==> src/rtl/arp_udp_responder.sv <==
// ARP/UDP reply engine: answers ARP requests for MY_IP and echoes UDP payloads received
// on PORT_BASE..PORT_BASE+NUM_PORTS-1 through one payload buffer and one TX request port.
module arp_udp_responder #(
  parameter logic [31:0] MY_IP     = 32'hC0A8010A,
  parameter logic [15:0] PORT_BASE = 16'd5000,
  parameter int          NUM_PORTS = 2,
  parameter int          BUF_DEPTH = 256
) (
  input  logic        clk50,
  input  logic        rst_n,
  input  logic        is_arp,
  input  logic        is_ipv4,
  input  logic        is_udp,
  input  logic [15:0] arp_opcode,
  input  logic [31:0] arp_target_ip,
  input  logic [31:0] rx_dst_ip,
  input  logic [47:0] rx_src_mac,
  input  logic [31:0] rx_src_ip,
  input  logic [15:0] udp_src_port,
  input  logic [15:0] udp_dst_port,
  input  logic [7:0]  udp_payload,
  input  logic        udp_payload_valid,
  input  logic        udp_payload_last,
  input  logic        frame_done,
  input  logic        frame_ok,
  output logic        arp_req,
  input  logic        arp_ack,
  output logic        udp_req,
  input  logic        udp_ack,
  output logic [47:0] tx_dst_mac,
  output logic [31:0] tx_dst_ip,
  output logic [15:0] tx_dst_port,
  output logic [15:0] tx_src_port,
  output logic [3:0]  tx_chan,
  output logic [15:0] tx_len,
  output logic [7:0]  tx_data,
  output logic        tx_valid,
  output logic        tx_last,
  input  logic        tx_ready,
  output logic [15:0] drop_cnt
);
  // state  | meaning
  // R_IDLE | waiting for payload (or end) of a qualifying UDP frame
  // R_CAP  | writing payload bytes into the buffer
  // R_DROP | frame rejected, waiting for frame_done to count it
  // T_IDLE | nothing to send
  // T_ARP  | ARP reply requested
  // T_UDP  | echo header requested
  // T_DATA | streaming the buffered payload

  localparam int          AW     = $clog2(BUF_DEPTH);
  localparam logic [AW:0] DEPTH  = (AW+1)'(BUF_DEPTH);
  localparam logic [AW:0] ONE_W  = (AW+1)'(1);
  localparam logic [16:0] NPORTS = 17'(NUM_PORTS);

  typedef enum logic [1:0] {R_IDLE, R_CAP, R_DROP} rx_state_t;
  typedef enum logic [1:0] {T_IDLE, T_ARP, T_UDP, T_DATA} tx_state_t;

  rx_state_t   rx_state_q, rx_state_d;
  tx_state_t   tx_state_q, tx_state_d;
  logic [AW:0] wr_cnt_q, wr_cnt_d;
  logic [AW-1:0] rd_q, rd_d;
  logic [AW:0] len_q, len_d;
  logic        buf_full_q, buf_full_d;
  logic        arp_pend_q, arp_pend_d;
  logic [47:0] arp_mac_q, arp_mac_d;
  logic [31:0] arp_ip_q, arp_ip_d;
  logic [47:0] udp_mac_q, udp_mac_d;
  logic [31:0] udp_ip_q, udp_ip_d;
  logic [15:0] udp_sport_q, udp_sport_d;
  logic [15:0] udp_dport_q, udp_dport_d;
  logic [3:0]  chan_q, chan_d;
  logic [15:0] drop_cnt_q, drop_cnt_d;
  logic [7:0]  mem_q [BUF_DEPTH];

  logic [16:0] port_off;
  logic        arp_hit, udp_hit, mem_we, commit, drop, buf_free, arp_clr, rd_last;
  logic        unused_ok;

  // Payload length is tracked by byte count; the last flag is not needed.
  assign unused_ok = udp_payload_last;

  assign port_off = {1'b0, udp_dst_port} - {1'b0, PORT_BASE};
  assign udp_hit  = is_ipv4 & is_udp & (rx_dst_ip == MY_IP) & (port_off < NPORTS);
  assign arp_hit  = frame_done & frame_ok & is_arp & (arp_opcode == 16'd1) &
                    (arp_target_ip == MY_IP) & ~arp_pend_q;
  assign rd_last  = ({1'b0, rd_q} == (len_q - ONE_W));

  always_comb begin
    rx_state_d = rx_state_q;
    wr_cnt_d   = wr_cnt_q;
    mem_we     = 1'b0;
    commit     = 1'b0;
    drop       = 1'b0;
    case (rx_state_q)
      R_IDLE: begin
        if (udp_hit && frame_done) begin
          // zero-length frame: wr_cnt_q is 0 here, so a commit records len 0
          if (frame_ok && !buf_full_q) commit = 1'b1;
          else                         drop   = 1'b1;
        end else if (udp_hit && udp_payload_valid) begin
          if (buf_full_q) begin
            rx_state_d = R_DROP;
          end else begin
            mem_we     = 1'b1;
            wr_cnt_d   = ONE_W;
            rx_state_d = R_CAP;
          end
        end
      end
      R_CAP: begin
        if (frame_done) begin
          if (frame_ok) commit = 1'b1;
          else          drop   = 1'b1;
          wr_cnt_d   = '0;
          rx_state_d = R_IDLE;
        end else if (udp_payload_valid) begin
          if (wr_cnt_q == DEPTH) begin
            rx_state_d = R_DROP;
          end else begin
            mem_we   = 1'b1;
            wr_cnt_d = wr_cnt_q + ONE_W;
          end
        end
      end
      R_DROP: begin
        wr_cnt_d = '0;
        if (frame_done) begin
          drop       = 1'b1;
          rx_state_d = R_IDLE;
        end
      end
      default: begin
        wr_cnt_d   = '0;
        rx_state_d = R_IDLE;
      end
    endcase
  end

  always_comb begin
    tx_state_d = tx_state_q;
    rd_d       = rd_q;
    buf_free   = 1'b0;
    arp_clr    = 1'b0;
    case (tx_state_q)
      T_IDLE: begin
        if (arp_pend_q)      tx_state_d = T_ARP;
        else if (buf_full_q) tx_state_d = T_UDP;
      end
      T_ARP: begin
        if (arp_ack) begin
          arp_clr    = 1'b1;
          tx_state_d = T_IDLE;
        end
      end
      T_UDP: begin
        if (udp_ack) begin
          rd_d = '0;
          if (len_q == '0) begin
            buf_free   = 1'b1;
            tx_state_d = T_IDLE;
          end else begin
            tx_state_d = T_DATA;
          end
        end
      end
      T_DATA: begin
        if (tx_ready) begin
          if (rd_last) begin
            buf_free   = 1'b1;
            tx_state_d = T_IDLE;
          end else begin
            rd_d = rd_q + 1'b1;
          end
        end
      end
      default: tx_state_d = T_IDLE;
    endcase
  end

  always_comb begin
    buf_full_d  = buf_full_q;
    len_d       = len_q;
    udp_mac_d   = udp_mac_q;
    udp_ip_d    = udp_ip_q;
    udp_sport_d = udp_sport_q;
    udp_dport_d = udp_dport_q;
    chan_d      = chan_q;
    if (commit) begin
      buf_full_d  = 1'b1;
      len_d       = wr_cnt_q;
      udp_mac_d   = rx_src_mac;
      udp_ip_d    = rx_src_ip;
      udp_sport_d = udp_src_port;
      udp_dport_d = udp_dst_port;
      chan_d      = udp_dst_port[3:0] - PORT_BASE[3:0];
    end else if (buf_free) begin
      buf_full_d = 1'b0;
    end
    arp_pend_d = arp_pend_q;
    arp_mac_d  = arp_mac_q;
    arp_ip_d   = arp_ip_q;
    if (arp_hit) begin
      arp_pend_d = 1'b1;
      arp_mac_d  = rx_src_mac;
      arp_ip_d   = rx_src_ip;
    end else if (arp_clr) begin
      arp_pend_d = 1'b0;
    end
    drop_cnt_d = drop_cnt_q;
    if (drop && drop_cnt_q != 16'hFFFF) drop_cnt_d = drop_cnt_q + 16'd1;
  end

  always_comb begin
    arp_req     = 1'b0;
    udp_req     = 1'b0;
    tx_valid    = 1'b0;
    tx_last     = 1'b0;
    tx_data     = '0;
    tx_dst_mac  = '0;
    tx_dst_ip   = '0;
    tx_dst_port = '0;
    tx_src_port = '0;
    tx_chan     = '0;
    tx_len      = '0;
    case (tx_state_q)
      T_ARP: begin
        arp_req    = 1'b1;
        tx_dst_mac = arp_mac_q;
        tx_dst_ip  = arp_ip_q;
      end
      T_UDP, T_DATA: begin
        udp_req     = (tx_state_q == T_UDP);
        tx_dst_mac  = udp_mac_q;
        tx_dst_ip   = udp_ip_q;
        tx_dst_port = udp_sport_q;
        tx_src_port = udp_dport_q;
        tx_chan     = chan_q;
        tx_len      = 16'(len_q);
        if (tx_state_q == T_DATA) begin
          tx_valid = 1'b1;
          tx_data  = mem_q[rd_q];
          tx_last  = rd_last;
        end
      end
      default: ;
    endcase
  end

  assign drop_cnt = drop_cnt_q;

  always_ff @(posedge clk50) begin
    if (mem_we) mem_q[wr_cnt_q[AW-1:0]] <= udp_payload;
  end

  always_ff @(posedge clk50) begin
    if (!rst_n) begin
      rx_state_q  <= R_IDLE;
      tx_state_q  <= T_IDLE;
      wr_cnt_q    <= '0;
      rd_q        <= '0;
      len_q       <= '0;
      buf_full_q  <= 1'b0;
      arp_pend_q  <= 1'b0;
      arp_mac_q   <= '0;
      arp_ip_q    <= '0;
      udp_mac_q   <= '0;
      udp_ip_q    <= '0;
      udp_sport_q <= '0;
      udp_dport_q <= '0;
      chan_q      <= '0;
      drop_cnt_q  <= '0;
    end else begin
      rx_state_q  <= rx_state_d;
      tx_state_q  <= tx_state_d;
      wr_cnt_q    <= wr_cnt_d;
      rd_q        <= rd_d;
      len_q       <= len_d;
      buf_full_q  <= buf_full_d;
      arp_pend_q  <= arp_pend_d;
      arp_mac_q   <= arp_mac_d;
      arp_ip_q    <= arp_ip_d;
      udp_mac_q   <= udp_mac_d;
      udp_ip_q    <= udp_ip_d;
      udp_sport_q <= udp_sport_d;
      udp_dport_q <= udp_dport_d;
      chan_q      <= chan_d;
      drop_cnt_q  <= drop_cnt_d;
    end
  end

endmodule

==> config.mk <==
export PLATFORM = sky130hd
export DESIGN_NAME = arp_udp_responder
export DESIGN_NICKNAME = d
export VERILOG_FILES = /design/src/rtl/arp_udp_responder.sv
export SDC_FILE = /design/constraint.sdc
export NUM_CORES = 2
export LEC_CHECK = 0
export CORE_ASPECT_RATIO = 2
export CORE_MARGIN = 1
export CORE_UTILIZATION = 45
export CTS_CLUSTER_DIAMETER = 200
export DETAILED_ROUTE_END_ITERATION = 7
export HOLD_SLACK_MARGIN = 0.15
export SLEW_MARGIN = 15
export SYNTH_ARGS = -nofsm -noshare
export SYNTH_HDL_FRONTEND = slang
export SYNTH_SLANG_ARGS = --single-unit
==> constraint.sdc <==
create_clock -name clk50 -period 4.3 [get_ports clk50]
set_input_delay 0.43 -clock clk50 [delete_from_list [all_inputs] [get_ports clk50]]
set_output_delay 0.43 -clock clk50 [all_outputs]
set_load 0.05 [all_outputs]
After elaboration in Yosys (flattened, before gate mapping)
Memories as Yosys holds them, arrays and structs flattened. A register that Yosys moved wholly into a read port is not among the register bits.
Cells that the tools add are included.
Widths: inputs -> output; s select.
{ "classes": {"n_addsub": 6, "magnitude_cmp": 1, "eq_ne": 24, "reduce_logical": 16, "n_bitwise": 9, "muxes": 74} }
{ "op_table": {"columns": ["op", "count"], "rows": [
  ["$pmux 48 s2", 1],
  ["$eq 32x32->1 const B", 2],
  ["$pmux 32 s2", 1],
  ["$mux 9", 7],
  ["$mux 8", 7],
  ["$mux 1", 33],
  ["$mux 16", 2],
  ["$mux 2", 14],
  ["$ne 2x2->1 const B", 9],
  ["$pmux 9 s2", 1],
  ["$lt 17x2->1 const B", 1],
  ["$sub 16x13->17 const B", 1],
  ["$add 16x1->16 const B", 1],
  ["$eq 16x1->1 const B", 1],
  ["$ne 16x16->1 const B", 1],
  ["$pmux 8 s2", 1],
  ["$reduce_and 5->1", 3],
  ["$ne 3x3->1 const B", 4],
  ["$add 9x1->9 const B", 1],
  ["$eq 8x9->1", 1],
  ["$eq 9x9->1 const B", 1],
  ["$logic_not 9->1", 1],
  ["$sub 9x1->9 const B", 1],
  ["$add 8x1->8 const B", 1],
  ["other kinds (16)", 34]
]} }
{ "totals": {"output_inout_bits": 160, "ramBits": 2048, "register_bits": 244, "wordCells": 146, "in_bits": 212, "mem_count": 1} }
{ "mem_list": {"columns": ["name", "depth", "word_bits", "read_ports", "rd_ports_with_merged_regs", "write_ports", "line_no", "rtl"], "rows": [
  ["mem_q", 256, 8, 1, 1, 1, "74", "logic [7:0] mem_q [BUF_DEPTH];"]
]} }

Logic depth before layout (Yosys ltp)
{ "depth": {"ltp_word": 9, "mapped_depth": 13, "mapped_depth_nobuf": 9} }

Worst setup path after synthesis
No wires, ideal clock.
{ "synth_path": {"path_kind": "reg-to-output", "startpoint": "register with a tool-made name", "endpoint": "output tx_data[1]", "path_stages_with_launch": 13, "required_ns": 3.870, "path_buffers": 6, "arrival_ns": 3.609, "slack_ns": 0.261, "path_cell_list": "dfxtp_1 > buf_2 > buf_6 > buf_6 > buf_6 > buf_6 > buf_6 > mux2i_1 > o221ai_1 > o22ai_1 > o21ai_0 > nand4_1 > o41ai_1"} }
{ "synth_lines": {"columns": ["element", "line_no", "rtl"], "rows": [
  ["to (decl)", "36", "output logic [7:0] tx_data,"]
]} }

==> run summary <==
CLOCK TREE
------------------------------------------------------------------------------
CTS Buf Count                                                              197
Clock latency on the worst-skew pair                                    870 ps
CTS sink count                                                            2297
Clock Tree Root                                                      clkbuf_16
H-tree levels                                                                4
Reg clk slew, reported paths                                             70 ps
Maximum buffer depth of the clock tree                                       4
CTS tree                                                                 built

SYNTH
------------------------------------------------------------------------------
Most used standard cells in the synthesized netlist               2048 x edfxtp_1, 567 x nand2_1, 421 x nor2_1, 415 x mux4_2, 370 x mux2i_1
Share of the synthesized area in the top cell type                      67.43%
Async set-reset flop share out of synthesis                                 0%
Syn_area_per_cell                                                   17.03 um^2
Most used standard cell by instance count after synthesis             edfxtp_1
Number of different library cells in the post-synthesis netlist             72
Post-synthesis sequential area ratio                                    72.89%
Most area-consuming cells after synthesis                         edfxtp_1 67%, mux4_2 10%, dfxtp_1 5.5%
Synth Register Bits                                                       2297
Count of flip-flops with a built-in enable after synthesis                2048
Most common flop cell mapped by yosys                                 edfxtp_1
Largest area contributor in the netlist                               edfxtp_1
Ys Warns                                                                     0
Post-synthesis instance total                                             5357
Syn Std Cell Area                                                   91200 um^2

DIE
------------------------------------------------------------------------------
Core area                                                          201400 um^2
Die Span Y                                                            638.7 um
Overall die width                                                     320.3 um
Effective utilization at floorplan                                      45.27%
IO Count                                                                   372
FP Rows                                                                    233
Die area                                                           204600 um^2

GRT
------------------------------------------------------------------------------
Pin count of the biggest net entering global routing                       212
Wire length of the first global-routing pass                         384200 um
Antenna violations before repair                                            10
Total gr overflow                                                            0
Overall global routing resource usage                                   26.39%
Vias in the first global route                                           54843

PLACE
------------------------------------------------------------------------------
Detailed placer's ending HPWL                                        181700 um
Post-placement worst setup slack                                     -66.72 ps
Port bufs                                                                  363
Placer's final routability congestion estimate                          0.9686

STA
------------------------------------------------------------------------------
Highest clock rate                                                   229.8 MHz
Unrepaired setup endpoints after global routing                           true
Total negative slack                                                 -80.50 ps
Final worst path period share                                           101.2%
Number of setup violations in the final report                               5
Worst Max-Slew Pin Slew                                                1120 ps
Final hold vios                                                              0
Number of pins with negative max-slew slack in the final report              0
Crit path time final                                                   4352 ps
Max transition margin                                                   25.34%
Fin worst setup slack                                                -52.50 ps
Clock skew                                                            52.52 ps

SETUP PATH
------------------------------------------------------------------------------
Worst endpoint required time                                           3870 ps
Arrival time reported for the critical path endpoint                   3920 ps
CP endpoint kind                                                    output pin
Slack of the worst reg-to-reg path                                     1250 ps
Type of element launching the critical path                           register
Critical Path Fanout Max                                                    10
Number of cells on the worst reg-to-reg path                                11
Crit path kind                                                      reg -> out

FINISH
------------------------------------------------------------------------------
Fill cells                                                               15833
Layout overhead on the synthesized area                                 21.33%
Net count reported at finish                                              6478
Proportion of layout cells with a drive suffix above 1                  22.70%

DRT
------------------------------------------------------------------------------
Vias per cell                                                            5.772
DRC                                                                          0
Post-DRT Antenna Nets                                                        0
Count of vias placed by the detailed router                              52648
DR iter-0 viols                                                           4290
Final Routed Wirelength                                              273400 um
Drt first pass iters                                                         5
Post-detailed-route wirelength per cell                               29.97 um

PWR
------------------------------------------------------------------------------
Total power divided by cell area                                  390.7 nW/um^2
Worst IR Drop VDD                                                  0.0003572 V
Static Leakage                                                        34.37 nW

STATUS
------------------------------------------------------------------------------
Result of the run                                                 finished, violations left
Violations in the final reports                                   negative setup slack

HOLD PATH
------------------------------------------------------------------------------
Worst hold path class                                                in -> reg
Hold Path Cell Cnt                                                           1

RUN
------------------------------------------------------------------------------
Max cap viols                                                                0

state kept, by name, indices dropped and copies added, names as in the netlist, named ones only:
register     count
mem_q         2048
arp_mac_q       48
udp_mac_q       48
arp_ip_q        32
udp_ip_q        32
drop_cnt        16
udp_dport_q     16
udp_sport_q     16
len_q            9
wr_cnt_q         9
rd_q             8
rx_state_q       2
tx_state_q       2
arp_pend_q       1
buf_full_q       1
chan_q           1
power breakdown:
part	internal (mW)	switching (mW)	total, mW	leakage [nW]
Combinational	0.254	0.468	0.721	10.8
Sequential	24.2	0.0000000976	24.2	20.4
Clock	10.1	8.14	18.3	3.11
Total	34.6	8.60	43.2	34.4
worst max-delay path, stage by stage (launching register included):
cell      delay, ps
dfxtp_4         500
buf_8           200
buf_4           140
buf_4           200
mux4_2          220
mux2i_1          70
a32o_2          340
a211oi_4        260
o211ai_1        210
o41ai_4         670
buf_12          220
timing repair:
action	4_1_cts	5_1_grt
pin swaps	13	21
endpoints found under the setup margin	9	9
hold endpoints to repair	183	0
gates resized for setup	134	84
setup buffers	26	45
cloned	13	11
hold buffers	76	0
cell families (layout without fill, tap and decap cells):
group           after synthesis  in the layout  synth area share, %
flops                      2297           2297                72.89
fa+ha+maj                     7              7              0.09603
compound gates              639            639                4.512
simple gates               1236           1237                5.829
buf+inv                     359           1406                2.014
xor+xnor                     24             24               0.2305
mux                         794            794                14.42
other cells                   1             16             0.004112
stage by stage:
step	hold WS (ps)	power [mW]	cell area, um^2	cells	util [%]
2_1_floorplan	431.7	24.82	91230	5363	-
3_3_place_gp	437.9	25.37	101100	8594	50.18
3_5_place_dp	441.8	25.40	101100	8594	50.18
4_1_cts	151.1	43.49	109600	9060	54.41
5_1_grt	188.7	44.23	110700	9122	54.93
6_report	175.8	43.23	110700	9122	54.93
cell type report:
cell class | instances | area, um^2 | area share [%]
Sequential cell | 2297 | 66510 | 60.11
Multi-Input combinational cell | 2708 | 23710 | 21.42
Timing Repair Buffer | 1040 | 10520 | 9.507
Clock buffer | 225 | 5087 | 4.597
Tap cell | 2702 | 3381 | 3.055
Clock inverter | 126 | 1363 | 1.231
Inverter | 15 | 67.56 | 0.06106
Antenna cell | 9 | 22.52 | 0.02035
layer usage:
| layer | vias to the layer above | share of wire (%) | global-route usage [%] |
|---|---|---|---|
| li1 | 22825 | - | - |
| met1 | 27196 | 32 | 26.08 |
| met2 | 1988 | 54 | 49.52 |
| met3 | 639 | 5.7 | 4.088 |
| met4 | 0 | 8.3 | 18.92 |
| met5 | - | 0 | 0 |
placed cells by master, fill, tap and decap left out, types with 11 or more instances in the layout:
master	netlist	final
edfxtp_1	2048	2048
nand2_1	567	563
buf_4	58	490
nor2_1	421	417
mux4_2	415	415
mux2i_1	370	369
clkdlybuf4s50_1	0	346
dfxtp_1	249	240
clkbuf_16	0	209
a21oi_1	201	198
o21ai_0	148	127
o221ai_1	123	87
dlygate4sd3_1	0	76
and2_1	62	63
o22ai_1	67	61
buf_12	0	51
clkinv_1	1	40
clkinv_2	0	29
o221ai_2	0	28
nand4_1	27	27
bufinv_16	0	27
nor3_1	27	26
clkbuf_1	180	25
buf_16	0	23
nand2b_1	21	20
buf_6	28	18
nand3_1	20	17
o21ai_1	0	16
nor4_1	18	15
xor2_1	15	15
clkinvlp_4	0	14
o211ai_1	13	13
and3_1	14	12
inv_1	13	11
worst paths after layout:
kind | to | start
max | tx_data[2] | register
min | mem_q[161][3]$_DFFE_PP_ | udp_payload[3]
max reg2reg | mem_q[196][7]$_DFFE_PP_ | wr_cnt_q[0]$_SDFFE_PN0P_
min reg2reg | udp_sport_q[10]$_SDFFE_PN0P_ | udp_sport_q[10]$_SDFFE_PN0P_
No activity file was read; power rests on OpenSTA's default activity.
